<file path="config.mk">
export PLATFORM = sky130hd
export DESIGN_NAME = serial_adder_ctrl
export DESIGN_NICKNAME = d
export VERILOG_FILES = /design/src/rtl/serial_adder_pkg.sv /design/src/rtl/bit_full_adder.sv /design/src/rtl/serial_adder_ctrl.sv
export SDC_FILE = /design/constraint.sdc
export NUM_CORES = 1
export LEC_CHECK = 0
export BUFFER_PORTS_ARGS = -buffer_cell sky130_fd_sc_hd__buf_2
export CORE_UTILIZATION = 57
export CTS_BUF_LIST = sky130_fd_sc_hd__clkbuf_8
export DETAILED_ROUTE_END_ITERATION = 6
export PLACE_DENSITY = 0.81
export SYNTH_ARGS = -nofsm -noshare
export SYNTH_HDL_FRONTEND = slang
export SYNTH_HIERARCHICAL = 1
export SYNTH_SLANG_ARGS = --single-unit
</file>
<file path="constraint.sdc">
create_clock -name clk -period 1.8 [get_ports clk]
set_clock_uncertainty 0.1 [all_clocks]
set_input_delay 0.09 -clock clk [delete_from_list [all_inputs] [get_ports clk]]
set_output_delay 0.09 -clock clk [all_outputs]
set_load 0.01 [all_outputs]
</file>
<file path="src/rtl/serial_adder_pkg.sv">
// Shared types and constants for the bit-serial adder controller.
package serial_adder_pkg;

  localparam int WIDTH_MIN = 2;
  localparam int WIDTH_MAX = 32;

  typedef enum logic [1:0] {
    IDLE = 2'd0,
    RUN  = 2'd1,
    DONE = 2'd2
  } state_t;

  function automatic bit width_legal(input int w);
    return (w >= WIDTH_MIN) && (w <= WIDTH_MAX);
  endfunction

endpackage

</file>
<file path="src/rtl/bit_full_adder.sv">
// One-bit full adder cell: two half-adder stages whose carries are ORed.
module bit_full_adder (
  input  logic a,
  input  logic b,
  input  logic cin,
  output logic s,
  output logic cout
);

  logic s1;
  logic c1;
  logic c2;

  assign s1   = a ^ b;
  assign c1   = a & b;
  assign s    = s1 ^ cin;
  assign c2   = s1 & cin;
  assign cout = c1 | c2;

endmodule

</file>
<file path="src/rtl/serial_adder_ctrl.sv">
// Bit-serial WIDTH-bit adder: one full-adder cell sequenced LSB-first.
// Optional carry-out port enabled by defining SERIAL_ADDER_CARRY_OUT_EN.
module serial_adder_ctrl
  import serial_adder_pkg::*;
#(
  parameter int WIDTH = 8
) (
  input  logic             clk,
  input  logic             rst_n,
  input  logic             in_valid,
  output logic             in_ready,
  input  logic [WIDTH-1:0] in_a,
  input  logic [WIDTH-1:0] in_b,
  output logic             out_valid,
  input  logic             out_ready,
  output logic [WIDTH-1:0] out_sum,
  output logic             busy
`ifdef SERIAL_ADDER_CARRY_OUT_EN
  ,
  output logic             out_carry
`endif
);

  localparam int                CNT_W    = $clog2(WIDTH);
  localparam logic [CNT_W-1:0] CNT_LAST = CNT_W'(WIDTH - 1);

  state_t           state;
  logic [WIDTH-1:0] sa;
  logic [WIDTH-1:0] sb;
  logic [WIDTH-1:0] ss;
  logic             carry;
  logic [CNT_W-1:0] cnt;
  logic             fa_s;
  logic             fa_cout;
  logic [WIDTH-1:0] ss_next;

  bit_full_adder u_fa (
    .a    (sa[0]),
    .b    (sb[0]),
    .cin  (carry),
    .s    (fa_s),
    .cout (fa_cout)
  );

  // The result register sees this cycle's sum bit as well as the earlier ones.
  assign ss_next = {fa_s, ss[WIDTH-1:1]};

  // NOTE: every flop here uses <= so all of them sample pre-edge values together.
  always_ff @(posedge clk or negedge rst_n) begin
    if (!rst_n) begin
      state     <= IDLE;
      in_ready  <= 1'b1;
      out_valid <= 1'b0;
      busy      <= 1'b0;
      out_sum   <= '0;
      // NOTE: datapath registers are reset too, so an aborted run leaves no stale bits.
      sa        <= '0;
      sb        <= '0;
      ss        <= '0;
      carry     <= 1'b0;
      cnt       <= '0;
`ifdef SERIAL_ADDER_CARRY_OUT_EN
      out_carry <= 1'b0;
`endif
    end else begin
      case (state)
        IDLE: begin
          if (in_valid) begin
            sa       <= in_a;
            sb       <= in_b;
            carry    <= 1'b0;
            cnt      <= '0;
            state    <= RUN;
            in_ready <= 1'b0;
            busy     <= 1'b1;
          end
        end
        RUN: begin
          sa    <= sa >> 1;
          sb    <= sb >> 1;
          ss    <= ss_next;
          carry <= fa_cout;
          if (cnt == CNT_LAST) begin
            // Counter holds on the last bit so it never wraps at power-of-two widths.
            out_sum   <= ss_next;
`ifdef SERIAL_ADDER_CARRY_OUT_EN
            out_carry <= fa_cout;
`endif
            state     <= DONE;
            out_valid <= 1'b1;
          end else begin
            cnt <= cnt + 1'b1;
          end
        end
        DONE: begin
          if (out_ready) begin
            state     <= IDLE;
            out_valid <= 1'b0;
            in_ready  <= 1'b1;
            busy      <= 1'b0;
          end
        end
        default: begin
          state     <= IDLE;
          out_valid <= 1'b0;
          in_ready  <= 1'b1;
          busy      <= 1'b0;
        end
      endcase
    end
  end

endmodule
</file>
==> reports/qor.txt, run 1 <==
Status -> complete, no violations
CTS Buf Count -> 5
Initial DRC count -> 21
Slowest CP cell -> dfrtp_1
Crit path max-delay family -> adder cells
Die Span Y -> 58.1 um
Syn-to-layout area delta -> 22.7%
Post-synth top cells -> 39 x dfrtp_1, 24 x o22ai_1, 23 x nand2_1, 17 x a21oi_1, 8 x mux2_4
Worst R2R Setup Slack -> 140 ps
Max Slew Vio Count -> 0
Clock Tree Root -> clkbuf_8
Post-synth ARST share -> 1.00
CP most frequent cell -> ha_1
Syn Nets -> 183
Min-Delay Endpoint -> sa[6]
Post-route minimum period -> 1660 ps
Worst flop-to-flop path endpoint -> out_sum[5]
Htree depth -> 2
Worst setup SP type -> register
Worst-margin pin slew -> 490 ps
Reg2reg path depth -> 4
Critical path data required time -> 1870 ps
Post-synth EDFFs -> 0
# Max-Cap Violations -> 0
IO Pins -> 31
CORE AREA -> 0.00288 sq mm
Post-synthesis sequential area ratio -> 0.559
Post-synth top area share -> 0.544
Largest net degree at the start of global routing -> 41
Max rail drop VDD -> 990 uV
Pwr dens -> 1720 mW/mm^2
Hold path startpoint -> in_a[6]
Synth warn -> 6
Die Wd -> 58.1 um
CTS Sinks -> 40
Rel. slew slack -> 0.673
Site Rows -> 19
Clk slew on worst S/H paths -> 80 ps
Cells along the critical path -> ha_1 > ha_1 > nand2_8 > mux2_4
Syn_area_per_cell -> 11.2 sq um
I/O Buffers -> 30
Fraction of layout cells with a size suffix above 1 -> 0.282
# Post-CTS Setup Buffers -> 0
Inserted Diodes -> 0
Ys flop type -> dfrtp_1
Setup_tns -> 0 ps
Largest area contributor in the netlist -> dfrtp_1
CTS Hold Bufs -> 12
Final Setup Violations -> 0
Vias per std cell -> 5.73
Vias -> 1421
Crit path depth -> 4
Mapped Area -> 0.00179 sq mm
Mapped Cells -> 160
CTS max path bufs -> 2
Total Power -> 3.78 mW
Drt first pass iters -> 4
HPWL after DPL -> 2470 um
Count leader, synth -> dfrtp_1
Die Area -> 0.00338 sq mm
Grt ovf -> 0
Starting Density -> 0.624
Critical path buffer and inverter count -> 0
Yosys cell types -> 28
Skew-Pair Late Insertion Delay -> 290 ps
CP max FO -> 9
Post-CTS sizing -> 0
Kind of critical path -> reg2reg
Routed Antenna Nets -> 0
RSZ-0062 raised after global routing -> false
CTS tree -> built
Synthesized flop and latch total -> 40
Initial antenna violation count -> 0
Drt total wl -> 3740 um
First-pass GRT wire length -> 6250 um
Overall Global Routing Usage -> 0.251
Vias in the first global route -> 1455
Hold path cells -> 3
HP Class -> in2reg
Lkg Pwr -> 1.05 nW
Endpoints failing hold -> 0
Worst r2r src -> cnt[0]
Synth area leaders -> dfrtp_1 54%, o22ai_1 8.4%, mux2_4 6.7%, nand2_1 4.8%, a21oi_1 4.7%
Routability cong. -> 0.760
Drt drc -> 0
Setup crit end kind -> register
Largest stage delay, worst path -> 410 ps
Routed len/inst -> 15.1 um
Total Nets Final -> 228
Final period util -> 0.925
Worst Path Arrival -> 1740 ps
Max Clock Freq -> 0.601 GHz
cell usage in the layout (no fill, tap or decap), drive strengths merged:
| cell | n |
|---|---|
| nand2b | 2 |
| dfstp | 1 |
| nor2b | 2 |
| a22oi | 2 |
| o21ai | 7 |
| o31ai | 1 |
| nor3 | 1 |
| o22ai | 24 |
| nand2 | 24 |
| o2bb2ai | 4 |
| nand3b | 2 |
| ha | 2 |
| mux2 | 8 |
| nand3 | 1 |
| inv | 4 |
| dlygate4sd3 | 12 |
| a21oi | 17 |
| a22o | 1 |
| buf | 37 |
| o221a | 2 |
| nor2 | 5 |
| fa | 1 |
| clkinv | 1 |
| clkbuf | 5 |
| bufinv | 1 |
| dfrtp | 39 |
per-stage QoR:
| stage | utilization | hold WS, ps | setup slack (ps) | instances | instance area, sq um |
|---|---|---|---|---|---|
| global route | 0.766 | 21.6 | 59.1 | 248 | 2200 |
| CTS | 0.766 | 5.10 | 140 | 248 | 2200 |
| global placement | 0.686 | 65.9 | 222 | 228 | 1970 |
| finish | 0.766 | 7.16 | 135 | 248 | 2200 |
| detailed placement | 0.686 | 73.4 | 133 | 228 | 1970 |
| floorplan | - | -306 | 273 | 160 | 1790 |
worst max-delay path by stage:
| stage | start | end | slack, ps |
|---|---|---|---|
| global placement | cnt[0] | out_sum[0] | 220 |
| detailed placement | cnt[0] | out_sum[0] | 130 |
| CTS | cnt[0] | out_sum[0] | 140 |
| finish | cnt[0] | out_sum[5] | 140 |
| floorplan | cnt[0] | out_sum[0] | 270 |
| global route | cnt[0] | out_sum[2] | 60 |
cell type report:
| class | count | area (sq um) |
|---|---|---|
| inverters | 3 | 11.3 |
| flip-flops and latches | 40 | 1000 |
| clock buffers | 5 | 68.8 |
| fillers | 179 | 674 |
| multi-input cells | 106 | 706 |
| clock inverters | 3 | 38.8 |
| well taps | 42 | 52.6 |
| repair buffers | 49 | 323 |
worst register-to-register path: cells and delay by family, from the launching register on:
kind / cells / cell delay, ps
muxes: 1 / 320
adders and majority gates: 2 / 580
DFF: 1 / 410
and+or+nand+nor: 1 / 150
flip-flops by register name, summed over array words and instances, names as in the netlist:
name	flops
ss	7
carry	1
out_valid	1
out_sum	8
in_ready	1
sa	8
busy	1
sb	8
state	2
cnt	3
logic make-up (layout without fill, tap and decap cells):
logic type,count (synthesis),in the layout,share of synthesized area
adders and majority gates,3,3,0.0251
and+or+nand+nor,37,37,0.0990
DFF,40,40,0.559
muxes,8,8,0.0669
buffers and inverters,14,60,0.0481
AOI/OAI and AO/OA,58,58,0.202
power by group:
part	internal (mW)	leakage [nW]	switching (mW)
logic	0.703	0.507	0.739
registers	1.32	0.483	0.315
clock network	0.405	0.0593	0.295
total	2.43	1.05	1.35
metal layers:
layer,vias to the layer above,global-route usage,share of wire
met5,-,0,0
li1,677,-,-
met3,8,0.0714,0.037
met4,0,0.116,0.015
met1,692,0.288,0.42
met2,44,0.435,0.53
No activity file was read; power rests on OpenSTA's default activity.
==> run 2: changes to the inputs <==
--- a/config.mk
+++ b/config.mk
@@ -5,11 +5,14 @@
 export SDC_FILE = /design/constraint.sdc
 export NUM_CORES = 1
 export LEC_CHECK = 0
-export BUFFER_PORTS_ARGS = -buffer_cell sky130_fd_sc_hd__buf_2
-export CORE_UTILIZATION = 57
+export BUFFER_PORTS_ARGS = -buffer_cell sky130_fd_sc_hd__clkbuf_2
+export CELL_PAD_IN_SITES_DETAIL_PLACEMENT = 2
+export CELL_PAD_IN_SITES_GLOBAL_PLACEMENT = 2
+export CORE_UTILIZATION = 37
 export CTS_BUF_LIST = sky130_fd_sc_hd__clkbuf_8
+export CTS_CLUSTER_DIAMETER = 150
 export DETAILED_ROUTE_END_ITERATION = 6
-export PLACE_DENSITY = 0.81
+export PLACE_DENSITY_LB_ADDON = 0.1
 export SYNTH_ARGS = -nofsm -noshare
 export SYNTH_HDL_FRONTEND = slang
 export SYNTH_HIERARCHICAL = 1
==> reports/qor.txt, run 2 (synthesis results as in run 1) <==
Design Area, Final -> 0.00218 sq mm (-1.1%)
Clock power frac -> 0.151 (-0.034)
Die Wd -> 71.6 um (+23%)
I/O Buffers -> 30 (unchanged)
Grt ovf -> 0 (unchanged)
Final Setup Violations -> 0 (unchanged)
Net Sw Frac -> 0.389 (+0.0323)
Vias per std cell -> 5.71 (-0.35%)
Max Slew Vio Count -> 0 (unchanged)
Critical path data required time -> 1870 ps (about the same)
Die Span Y -> 71.6 um (+23%)
Final period util -> 0.935 (+0.0105)
Initial DRC count -> 53 (+150%)
Skew-Pair Late Insertion Delay -> 290 ps (about the same)
Setup crit end kind -> register
Worst Path Arrival -> 1760 ps (+20 ps)
Post-route minimum period -> 1680 ps (+18.9 ps)
Max rail drop VDD -> 681 uV (-31%)
Share of power burned in registers -> 0.450 (+0.017)
Top flop regs -> out_sum x8, sa x8, sb x8
Cell Int Power -> 2.29 mW (-5.8%)
Rel. slew slack -> 0.640 (-0.0330)
Sw power -> 1.46 mW (+8.1%)
Vias -> 1456 (+2.5%)
CTS Buf Count -> 5 (unchanged)
Inserted Diodes -> 0 (unchanged)
RSZ-0062 raised after global routing -> false
Gate power share -> 0.399 (+0.018)
Util after Layout -> 0.483 (-0.282)
Pre-CTS WS -> 134 ps (+0.379 ps)
Total Power -> 3.75 mW (-0.84%)
Lkg Pwr -> 1.03 nW (-1.4%)
CP max FO -> 9 (unchanged)
Status -> complete, no violations
Drt drc -> 0 (unchanged)
CTS max path bufs -> 2 (unchanged)
Kind of critical path -> reg2reg
Site Rows -> 24 (+5)
Clock Tree Root -> clkbuf_8
Max Clock Freq -> 0.594 GHz (-1.1%)
Starting Density -> 0.398 (-0.225)
HPWL after DPL -> 3440 um (+39%)
Syn-to-layout area delta -> 21.3%
Commonest non-fill, non-tap cell in the layout -> dfrtp_1
CORE AREA -> 0.00450 sq mm (+57%)
Worst-margin pin slew -> 540 ps (+49.5 ps)
Placed Instances -> 238 (+4.4%)
Total Nets Final -> 226 (-0.88%)
CTS tree -> built
Largest net degree at the start of global routing -> 22 (-46%)
Drt first pass iters -> 4 (unchanged)
Vias in the first global route -> 1686 (+16%)
Layout Cells excl Fill -> 255 (+2.8%)
Routability cong. -> 0.739 (-2.7%)
Fraction of layout cells with a size suffix above 1 -> 0.281 (-0.000765)
Fill count -> 490 (+170%)
IO Pins -> 31 (unchanged)
Hold WS -> 10.4 ps (+3.29 ps)
Routed len/inst -> 19.0 um (+26%)
Initial antenna violation count -> 0 (unchanged)
Clk slew on worst S/H paths -> 80 ps (about the same)
Die Area -> 0.00513 sq mm (+52%)
Drt total wl -> 4850 um (+30%)
# Post-CTS Setup Buffers -> 0 (unchanged)
Endpoints failing hold -> 0 (unchanged)
HP Class -> in2reg
CTS Sinks -> 40 (unchanged)
# Max-Cap Violations -> 0 (unchanged)
Routed Antenna Nets -> 0 (unchanged)
First-pass GRT wire length -> 8560 um (+37%)
Most frequent cells in the layout -> 39 x dfrtp_1, 30 x clkbuf_2, 24 x o22ai_1
Overall Global Routing Usage -> 0.220 (-0.0311)
Area after DPL -> 0.00200 sq mm (+1.3%)
Setup_tns -> 0 ps (unchanged)
Final Worst Setup Slack -> 116 ps (-18.9 ps)
Pwr dens -> 1720 mW/mm^2 (+0.30%)
Htree depth -> 2 (unchanged)
Worst setup SP type -> register
-- run 2: layout make-up --
cell class	instances	area (sq um)	share of cell area
clock buffers	5	68.8	0.0316
clock inverters	2	8.76	0.00402
inverters	3	11.3	0.00517
multi-input cells	106	706	0.324
flip-flops and latches	40	1000	0.460
well taps	52	65.1	0.0299
repair buffers	47	315	0.145
-- run 2: critical path, cell delays in order, from the launching register on --
cell and delay [ps]:
dfrtp_1 410, ha_1 170, ha_1 390, nand2_8 160, mux2_4 340
-- run 2: path summary, 6_finish.rpt --
check / slack, ps / startpoint / to / depth (start not counted)
setup / recovery: 120 / cnt[0] / out_sum[6] / 4
hold / removal: 10 / in_b[2] / sb[2] / 3
setup reg to reg: 120 / cnt[0] / out_sum[6] / 4
hold reg to reg: 390 / ss[1] / ss[1] / 2
max in group asynchronous: 810 / rst_n / in_ready / 3
min in group asynchronous: 200 / rst_n / out_sum[3] / 2
-- run 2: power by group through the flow --
| stage | combinational, mW | sequential [mW] | clock (mW) |
|---|---|---|---|
| 4_1_cts | 1.52 | 1.69 | 0.589 |
| 6_report | 1.49 | 1.69 | 0.566 |
| 3_5_place_dp | 1.49 | 1.71 | 0 |
| 5_1_grt | 1.67 | 1.75 | 0.619 |
| 2_1_floorplan | 1.05 | 1.62 | 0 |
| 3_3_place_gp | 1.38 | 1.66 | 0 |
-- run 2: layer usage --
layer  global-route usage  share of wire
met3               0.0464          0.027
met4               0.0741          0.017
met5                    0              0
met2                0.404           0.53
met1                0.255           0.43
-- run 2: repair_timing --
| item | 4_1_cts | 5_1_grt |
|---|---|---|
| gates resized for setup | 0 | 0 |
| hold buffers | 10 | 0 |
| endpoints found under the hold margin | 28 | 0 |
